==> src/rtl/ysyx_23060025_lsu_axi_bridge_pkg.sv <==
// rtl/ysyx_23060025_lsu_axi_bridge_pkg.sv - bridge state encodings and AXI response helpers
package ysyx_23060025_lsu_axi_bridge_pkg;

  typedef enum logic [2:0] {
    LSU_BR_IDLE  = 3'd0,
    LSU_BR_RD_A  = 3'd1,
    LSU_BR_RD_D  = 3'd2,
    LSU_BR_WR_AW = 3'd3,
    LSU_BR_WR_B  = 3'd4,
    LSU_BR_RESP  = 3'd5
  } lsu_br_state_e;

  localparam logic [1:0] AXI_RESP_OKAY = 2'b00;

  function automatic logic resp_is_err(input logic [1:0] resp);
    return resp != AXI_RESP_OKAY;
  endfunction

endpackage

==> src/rtl/ysyx_23060025_lsu_axi_bridge_if.sv <==
// rtl/ysyx_23060025_lsu_axi_bridge_if.sv - LSU request interface and AXI4-Lite memory bus interface
interface ysyx_23060025_lsu_axi_bridge_if #(
  parameter int DATA_LEN = 32,
  parameter int ADDR_LEN = 32
);
  logic                in_psel;
  logic                in_pwrite;
  logic [ADDR_LEN-1:0] in_paddr;
  logic [2:0]          in_psize;
  logic [DATA_LEN-1:0] in_pwdata;
  logic [3:0]          in_pwstrb;
  logic                in_pack;
  logic [DATA_LEN-1:0] in_prdata;
  logic                in_pvalid;
  logic                in_perr;

  modport master (
    output in_psel, in_pwrite, in_paddr, in_psize, in_pwdata, in_pwstrb, in_pack,
    input  in_prdata, in_pvalid, in_perr
  );

  modport slave (
    input  in_psel, in_pwrite, in_paddr, in_psize, in_pwdata, in_pwstrb, in_pack,
    output in_prdata, in_pvalid, in_perr
  );
endinterface

interface ysyx_23060025_lsu_axi_bridge_axi_if #(
  parameter int DATA_LEN = 32,
  parameter int ADDR_LEN = 32
);
  logic [ADDR_LEN-1:0] araddr;
  logic [2:0]          arsize;
  logic                arvalid;
  logic                arready;
  logic [DATA_LEN-1:0] rdata;
  logic [1:0]          rresp;
  logic                rvalid;
  logic                rready;
  logic [ADDR_LEN-1:0] awaddr;
  logic [2:0]          awsize;
  logic                awvalid;
  logic                awready;
  logic [DATA_LEN-1:0] wdata;
  logic [3:0]          wstrb;
  logic                wvalid;
  logic                wready;
  logic [1:0]          bresp;
  logic                bvalid;
  logic                bready;

  modport master (
    output araddr, arsize, arvalid, rready, awaddr, awsize, awvalid, wdata, wstrb, wvalid, bready,
    input  arready, rdata, rresp, rvalid, awready, wready, bresp, bvalid
  );

  modport slave (
    input  araddr, arsize, arvalid, rready, awaddr, awsize, awvalid, wdata, wstrb, wvalid, bready,
    output arready, rdata, rresp, rvalid, awready, wready, bresp, bvalid
  );
endinterface

==> src/rtl/ysyx_23060025_lsu_axi_bridge.sv <==
// rtl/ysyx_23060025_lsu_axi_bridge.sv - turns one LSU request into one AXI4-Lite read or write
// Holds the response until the LSU consumes it; at most one transaction in flight.
module ysyx_23060025_lsu_axi_bridge
  import ysyx_23060025_lsu_axi_bridge_pkg::*;
#(
  parameter int DATA_LEN = 32,
  parameter int ADDR_LEN = 32
) (
  input  logic                               clock,
  input  logic                               rstn,
  ysyx_23060025_lsu_axi_bridge_if.slave      lsu,
  ysyx_23060025_lsu_axi_bridge_axi_if.master axi
);

  lsu_br_state_e       state;
  lsu_br_state_e       state_next;

  logic [ADDR_LEN-1:0] req_addr;
  logic [2:0]          req_size;
  logic [DATA_LEN-1:0] req_wdata;
  logic [3:0]          req_wstrb;
  logic                req_write;
  logic                aw_done;
  logic                w_done;
  logic [DATA_LEN-1:0] prdata_q;
  logic                perr_q;

  logic                ar_valid;
  logic                aw_valid;
  logic                w_valid;
  logic                aw_fire;
  logic                w_fire;

  // Every AXI output comes from state or registers, never from an AXI input.
  assign ar_valid = (state == LSU_BR_RD_A);
  assign aw_valid = (state == LSU_BR_WR_AW) && !aw_done;
  assign w_valid  = (state == LSU_BR_WR_AW) && !w_done;
  assign aw_fire  = aw_valid && axi.awready;
  assign w_fire   = w_valid && axi.wready;

  assign axi.araddr  = req_addr;
  assign axi.arsize  = req_size;
  assign axi.arvalid = ar_valid;
  assign axi.rready  = (state == LSU_BR_RD_D);
  assign axi.awaddr  = req_addr;
  assign axi.awsize  = req_size;
  assign axi.awvalid = aw_valid;
  assign axi.wdata   = req_wdata;
  assign axi.wstrb   = req_wstrb;
  assign axi.wvalid  = w_valid;
  assign axi.bready  = (state == LSU_BR_WR_B);

  assign lsu.in_prdata = prdata_q;
  assign lsu.in_pvalid = (state == LSU_BR_RESP);
  assign lsu.in_perr   = perr_q;

  always_ff @(posedge clock or negedge rstn) begin
    if (!rstn) begin
      state <= LSU_BR_IDLE;
    end else begin
      state <= state_next;
    end
  end

  always_comb begin
    state_next = state;
    unique case (state)
      LSU_BR_IDLE: begin
        if (lsu.in_psel) begin
          state_next = lsu.in_pwrite ? LSU_BR_WR_AW : LSU_BR_RD_A;
        end
      end
      LSU_BR_RD_A: begin
        if (axi.arready) begin
          state_next = LSU_BR_RD_D;
        end
      end
      LSU_BR_RD_D: begin
        if (axi.rvalid) begin
          state_next = LSU_BR_RESP;
        end
      end
      // AW and W complete independently, in either order or together.
      LSU_BR_WR_AW: begin
        if ((aw_done || aw_fire) && (w_done || w_fire)) begin
          state_next = LSU_BR_WR_B;
        end
      end
      LSU_BR_WR_B: begin
        if (axi.bvalid) begin
          state_next = LSU_BR_RESP;
        end
      end
      LSU_BR_RESP: begin
        if (lsu.in_pack) begin
          state_next = LSU_BR_IDLE;
        end
      end
      default: state_next = LSU_BR_IDLE;
    endcase
  end

  always_ff @(posedge clock or negedge rstn) begin
    if (!rstn) begin
      req_addr  <= '0;
      req_size  <= '0;
      req_wdata <= '0;
      req_wstrb <= '0;
      req_write <= 1'b0;
      aw_done   <= 1'b0;
      w_done    <= 1'b0;
      prdata_q  <= '0;
      perr_q    <= 1'b0;
    end else begin
      unique case (state)
        LSU_BR_IDLE: begin
          if (lsu.in_psel) begin
            req_addr  <= lsu.in_paddr;
            req_size  <= lsu.in_psize;
            req_wdata <= lsu.in_pwdata;
            req_wstrb <= lsu.in_pwstrb;
            req_write <= lsu.in_pwrite;
            aw_done   <= 1'b0;
            w_done    <= 1'b0;
          end
        end
        LSU_BR_RD_D: begin
          if (axi.rvalid) begin
            prdata_q <= axi.rdata;
            perr_q   <= resp_is_err(axi.rresp);
          end
        end
        LSU_BR_WR_AW: begin
          if (aw_fire) begin
            aw_done <= 1'b1;
          end
          if (w_fire) begin
            w_done <= 1'b1;
          end
        end
        // A store completion leaves the last load data in place.
        LSU_BR_WR_B: begin
          if (axi.bvalid) begin
            perr_q <= resp_is_err(axi.bresp);
          end
        end
        default: begin
        end
      endcase
    end
  end

  logic unused_req_write;
  assign unused_req_write = req_write;

endmodule

==> src/flat_wrapper.sv <==
// flat-port wrapper written by rule: the top's interface ports become plain ports
module ysyx_23060025_lsu_axi_bridge_flat import ysyx_23060025_lsu_axi_bridge_pkg::*;
#(
  parameter int DATA_LEN = 32,
  parameter int ADDR_LEN = 32
)
  (clock, rstn, lsu_in_psel, lsu_in_pwrite, lsu_in_paddr, lsu_in_psize, lsu_in_pwdata, lsu_in_pwstrb, lsu_in_pack, lsu_in_prdata, lsu_in_pvalid, lsu_in_perr, axi_araddr, axi_arsize, axi_arvalid, axi_rready, axi_awaddr, axi_awsize, axi_awvalid, axi_wdata, axi_wstrb, axi_wvalid, axi_bready, axi_arready, axi_rdata, axi_rresp, axi_rvalid, axi_awready, axi_wready, axi_bresp, axi_bvalid);
  ysyx_23060025_lsu_axi_bridge_if #(.DATA_LEN(DATA_LEN), .ADDR_LEN(ADDR_LEN)) lsu_i ();
  ysyx_23060025_lsu_axi_bridge_axi_if #(.DATA_LEN(DATA_LEN), .ADDR_LEN(ADDR_LEN)) axi_i ();
  input  logic clock;
  input  logic rstn;
  input wire logic [$bits(lsu_i.in_psel)-1:0] lsu_in_psel;
  input wire logic [$bits(lsu_i.in_pwrite)-1:0] lsu_in_pwrite;
  input wire logic [$bits(lsu_i.in_paddr)-1:0] lsu_in_paddr;
  input wire logic [$bits(lsu_i.in_psize)-1:0] lsu_in_psize;
  input wire logic [$bits(lsu_i.in_pwdata)-1:0] lsu_in_pwdata;
  input wire logic [$bits(lsu_i.in_pwstrb)-1:0] lsu_in_pwstrb;
  input wire logic [$bits(lsu_i.in_pack)-1:0] lsu_in_pack;
  output wire logic [$bits(lsu_i.in_prdata)-1:0] lsu_in_prdata;
  output wire logic [$bits(lsu_i.in_pvalid)-1:0] lsu_in_pvalid;
  output wire logic [$bits(lsu_i.in_perr)-1:0] lsu_in_perr;
  output wire logic [$bits(axi_i.araddr)-1:0] axi_araddr;
  output wire logic [$bits(axi_i.arsize)-1:0] axi_arsize;
  output wire logic [$bits(axi_i.arvalid)-1:0] axi_arvalid;
  output wire logic [$bits(axi_i.rready)-1:0] axi_rready;
  output wire logic [$bits(axi_i.awaddr)-1:0] axi_awaddr;
  output wire logic [$bits(axi_i.awsize)-1:0] axi_awsize;
  output wire logic [$bits(axi_i.awvalid)-1:0] axi_awvalid;
  output wire logic [$bits(axi_i.wdata)-1:0] axi_wdata;
  output wire logic [$bits(axi_i.wstrb)-1:0] axi_wstrb;
  output wire logic [$bits(axi_i.wvalid)-1:0] axi_wvalid;
  output wire logic [$bits(axi_i.bready)-1:0] axi_bready;
  input wire logic [$bits(axi_i.arready)-1:0] axi_arready;
  input wire logic [$bits(axi_i.rdata)-1:0] axi_rdata;
  input wire logic [$bits(axi_i.rresp)-1:0] axi_rresp;
  input wire logic [$bits(axi_i.rvalid)-1:0] axi_rvalid;
  input wire logic [$bits(axi_i.awready)-1:0] axi_awready;
  input wire logic [$bits(axi_i.wready)-1:0] axi_wready;
  input wire logic [$bits(axi_i.bresp)-1:0] axi_bresp;
  input wire logic [$bits(axi_i.bvalid)-1:0] axi_bvalid;
  assign lsu_i.in_psel = lsu_in_psel;
  assign lsu_i.in_pwrite = lsu_in_pwrite;
  assign lsu_i.in_paddr = lsu_in_paddr;
  assign lsu_i.in_psize = lsu_in_psize;
  assign lsu_i.in_pwdata = lsu_in_pwdata;
  assign lsu_i.in_pwstrb = lsu_in_pwstrb;
  assign lsu_i.in_pack = lsu_in_pack;
  assign lsu_in_prdata = lsu_i.in_prdata;
  assign lsu_in_pvalid = lsu_i.in_pvalid;
  assign lsu_in_perr = lsu_i.in_perr;
  assign axi_araddr = axi_i.araddr;
  assign axi_arsize = axi_i.arsize;
  assign axi_arvalid = axi_i.arvalid;
  assign axi_rready = axi_i.rready;
  assign axi_awaddr = axi_i.awaddr;
  assign axi_awsize = axi_i.awsize;
  assign axi_awvalid = axi_i.awvalid;
  assign axi_wdata = axi_i.wdata;
  assign axi_wstrb = axi_i.wstrb;
  assign axi_wvalid = axi_i.wvalid;
  assign axi_bready = axi_i.bready;
  assign axi_i.arready = axi_arready;
  assign axi_i.rdata = axi_rdata;
  assign axi_i.rresp = axi_rresp;
  assign axi_i.rvalid = axi_rvalid;
  assign axi_i.awready = axi_awready;
  assign axi_i.wready = axi_wready;
  assign axi_i.bresp = axi_bresp;
  assign axi_i.bvalid = axi_bvalid;
  ysyx_23060025_lsu_axi_bridge #(.DATA_LEN(DATA_LEN), .ADDR_LEN(ADDR_LEN)) u_core (.clock(clock), .rstn(rstn), .lsu(lsu_i), .axi(axi_i));
endmodule
==> config.mk <==
export PLATFORM = sky130hd
export DESIGN_NAME = ysyx_23060025_lsu_axi_bridge_flat
export DESIGN_NICKNAME = d
export VERILOG_FILES = /design/src/rtl/ysyx_23060025_lsu_axi_bridge_pkg.sv /design/src/rtl/ysyx_23060025_lsu_axi_bridge_if.sv /design/src/rtl/ysyx_23060025_lsu_axi_bridge.sv /design/src/flat_wrapper.sv
export SDC_FILE = /design/constraint.sdc
export NUM_CORES = 1
export LEC_CHECK = 0
export CORE_UTILIZATION = 41
export CTS_CLUSTER_DIAMETER = 50
export DETAILED_ROUTE_END_ITERATION = 16
export MAX_ROUTING_LAYER = met4
export PLACE_DENSITY = 0.86
export SETUP_SLACK_MARGIN = 0.1
export SLEW_MARGIN = 20
export SYNTH_ARGS = -nofsm -noshare
export SYNTH_HDL_FRONTEND = slang
export SYNTH_SLANG_ARGS = --single-unit
==> constraint.sdc <==
create_clock -name clock -period 2.6 [get_ports clock]
set_input_delay 0.78 -clock clock [delete_from_list [all_inputs] [get_ports clock]]
set_output_delay 0.78 -clock clock [all_outputs]
set_load 0.1 [all_outputs]
-- Word level (Yosys, flattened, before mapping)
Cells that the tools add are included.
W data, S select, Z words.
- equal/unequal tests: 13
- mux-type cells: 16
- reductions and logical operators: 20
- operators with widths (kind ; number):
    $mux W3 ; 6
    $pmux W3 S6 ; 1
    $ne A2 B1 Y1 const B ; 5
    $reduce_and A3 Y1 ; 3
    $reduce_bool A2 Y1 ; 4
    $eq A3 B2 Y1 const B ; 2
    $eq A3 B3 Y1 const B ; 2
    $ne A2 B2 Y1 const B ; 3
    $pmux W1 S2 ; 3
    $reduce_and A6 Y1 ; 1
    $logic_and A1 B1 Y1 ; 5
    $mux W1 ; 5
    $reduce_and A2 Y1 ; 2
    $eq A3 B1 Y1 const B ; 1
    $logic_not A3 Y1 ; 1
    $logic_not A1 Y1 ; 2
    $logic_or A1 B1 Y1 ; 2
    $mux W2 ; 1
- bits in registers: 109
- input bits: 117
- logic and storage cells: 58

-- Depth between registers and ports, before layout
- depth after elaboration: 7
- mapped depth: 6

-- Worst setup path before layout
No wires, ideal clock.
- kind: reg-to-output
- start: register u_core.state[0]
- end: output axi_arvalid
- data arrival time: 2.850 ns
- path slack: -1.030 ns
- cell stages (with the launch flop): 4
- path through: dfrtp_1 -> clkbuf_1 -> inv_1 -> nor3_1
- word-level cells in the longest chain between the ends: 1
- RTL lines (what ; RTL line ; text):
    from (decl) ; ysyx_23060025_lsu_axi_bridge.sv:15 ; lsu_br_state_e state;
    from (signal assigned) ; ysyx_23060025_lsu_axi_bridge.sv:61 ; state <= state_next;
    $eq A3 B1 Y1 ; ysyx_23060025_lsu_axi_bridge.sv:35 ; assign ar_valid = (state == LSU_BR_RD_A);
    to (decl) ; flat_wrapper.sv:24 ; output wire logic [$bits(axi_i.arvalid)-1:0] axi_arvalid;
No other way between the ends.

-- Final worst setup path
- start: register u_core.state[2]
- end: output lsu_in_pvalid
- word-level cells in the longest chain between the ends: 1
- RTL lines (what ; RTL line ; text):
    $eq A3 B3 Y1 ; ysyx_23060025_lsu_axi_bridge.sv:54 ; assign lsu.in_pvalid = (state == LSU_BR_RESP);
    to (decl) ; flat_wrapper.sv:20 ; output wire logic [$bits(lsu_i.in_pvalid)-1:0] lsu_in_pvalid;
No other way between the ends.

==> flow_summary_export.csv <==
group,metric,value,unit
status,status,"finished clean",
placement,pre_cts_ws,0.118,ns
timing,tightest_slew,0.460,ns
die,rows,38,
routing,drt-pass1-iter-count,5,
clocking,htree_num_levels,3,
critical_path,cp-end-kind,"primary output",
synthesis,synth_ff_type,"dfrtp_1",
timing,skew,0.00965,ns
critical_path,critPathArrivalTime,1.59,ns
placement,globalplace.congestion,0.851,
cells_and_area,final_net_count,647,
synthesis,ys_seq_area_frac,0.597,
grt,grt_remaining_overflow,0,
cells_and_area,fin_area,6990,um2
synthesis,syn_area,4570,um2
critical_path,path_class,"reg2out",
grt,grt_pass1_vias,3339,
timing,maxSlewViolCount,0,
grt,grt_pass1_wl,17.0,mm
timing,fmax,0.421,GHz
cells_and_area,drive_gt1_frac,0.522,
routing,drcViolationCount,0,
placement,io_buffer_count,261,
synthesis,synth-seq-cells,109,
die,start_util,0.422,
synthesis,synthDistinctLibCells,30,
clocking,clock_sinks,109,
critical_path,critPathLaunchType,"flip-flop",
synthesis,synth_nets,417,
clocking,cts_root_buffer,"clkbuf_8",
die,die_height,108,um
clocking,clk_latency,0.36,ns
cells_and_area,area_delta_synth_final,53.0,%
grt,antenna_found_initial,0,
timing,hold_violations,0,
synthesis,yosys_warnings,0,
cells_and_area,final_common_cell,"buf_4",
synthesis,synth_edf_count,0,
timing,period_minus_slack,2.37,ns
timing,hold_ws,0.352,ns
clocking,cts_buffer_depth,2,
placement,dp_cells,659,
timing,rsz0062_at_grt,"no",
routing,wire_per_inst,16.6,um
clocking,cts_setup_buffers,0,
synthesis,avgSynthCellArea,15.2,um2
cells_and_area,layout_common_cells,"buf_4 (144), clkdlybuf4s50_1 (115), dfrtp_1 (108)",
critical_path,cp.required,1.82,ns
clocking,tritoncts,"yes",
timing,setup_ws,0.225,ns
cells_and_area,diodes,0,
clocking,path_clk_slew,0.10,ns
timing,final-setup-viol-count,0,
timing,layout_worst_path_cycle_share,0.913,
synthesis,async_reset_ff_frac,1.00,
die,pin_count,262,
synthesis,syn_inst,300,
placement,hpwl,8.54,mm
die,die_x,108,um
critical_path,path_max_fanout,9,
routing,drtAntennaViolNets,0,
clocking,cts_made_buffers,9,
routing,wl,11.2,mm
routing,drt-initial-drc-count,96,
routing,viasPerCell,4.79,
grt,grtUsageTotal,0.198,
grt,grt_max_degree,72,
routing,vias,3228,
timing,slew_headroom,0.693,
die,core_area,10800,um2
hold_path,worst_hold_path_type,"in2async",
placement,placed_area,6800,um2
die,die_area,11600,um2
flow_run,maxCapViolations,0,
cells_and_area,fin_cells,674,
-- logic make-up after synthesis --
family,after synthesis,synth area share
mux,105,0.266
flops,109,0.597
compound gates,18,0.0249
simple gates,17,0.0255
buf+inv,51,0.0868
-- worst paths after layout --
kind,startpoint,to,slack (ns),cells past startpoint
max reg2reg,u_core.state[2],u_core.axi.wdata[13],0.75,5
max,u_core.state[2],lsu_in_pvalid,0.23,4
max in group asynchronous,rstn,u_core.axi.wdata[4],1.61,2
min in group clock,u_core.lsu.in_prdata[15],u_core.lsu.in_prdata[15],0.52,1
min reg2reg,u_core.lsu.in_prdata[15],u_core.lsu.in_prdata[15],0.52,1
min,rstn,u_core.lsu.in_prdata[5],0.35,1
-- sequential cells by signal (all words and copies together) (netlist names) --
| register | count |
|---|---|
| u_core.aw_done | 1 |
| u_core.axi.araddr | 32 |
| u_core.axi.arsize | 3 |
| u_core.axi.wdata | 32 |
| u_core.axi.wstrb | 4 |
| u_core.lsu.in_perr | 1 |
| u_core.lsu.in_prdata | 32 |
| u_core.state | 3 |
| u_core.w_done | 1 |
-- synthesized netlist by cell type (2+ instances only) --
cell type | count | area share
nor2_1 | 3 | 0.0025
o21ai_0 | 5 | 0.0055
mux2_2 | 93 | 0.23
a21oi_1 | 5 | 0.0055
dfrtp_1 | 109 | 0.60
buf_2 | 2 | 0.0022
inv_1 | 2 | 0.0016
buf_6 | 8 | 0.020
mux2i_1 | 2 | 0.0044
buf_4 | 38 | 0.062
nand2_1 | 2 | 0.0016
nor2b_1 | 3 | 0.0041
mux2_4 | 10 | 0.033
nor3_1 | 2 | 0.0022
-- timing repair --
action	CTS	global route
hold endpoints to repair	0	0
endpoints found under the setup margin	0	4
hold buffers	0	0
resized for setup	0	2
-- critical path: stages (launching register included) --
cell	delay (ns)
dfrtp_1	0.39
buf_4	0.20
nor2b_1	0.24
and2_1	0.22
buf_12	0.19
-- cell type report --
| cell class | instances | area (um2) |
|---|---|---|
| clock buffers | 12 | 145 |
| clock inverters | 3 | 46.3 |
| fillers | 837 | 3850 |
| inverters | 2 | 7.51 |
| multi-input cells | 140 | 1480 |
| flip-flops and latches | 109 | 2730 |
| well taps | 140 | 175 |
| repair buffers | 268 | 2410 |
-- layer usage --
| metal | share of wire | track usage |
|---|---|---|
| met3 | 0.080 | 0.0496 |
| met4 | 0.020 | 0.0685 |
| met2 | 0.53 | 0.339 |
| met1 | 0.37 | 0.225 |
| met5 | 0 | - |
-- through the flow --
step,setup TNS [ns],util
2_1_floorplan,-0.126,-
3_3_place_gp,0,0.627
3_5_place_dp,0,0.627
4_1_cts,0,0.645
5_1_grt,0,0.645
6_report,0,0.645
Power is not shown: default switching activity piles up to over one toggle a cycle in this logic, so the estimate is an artifact.
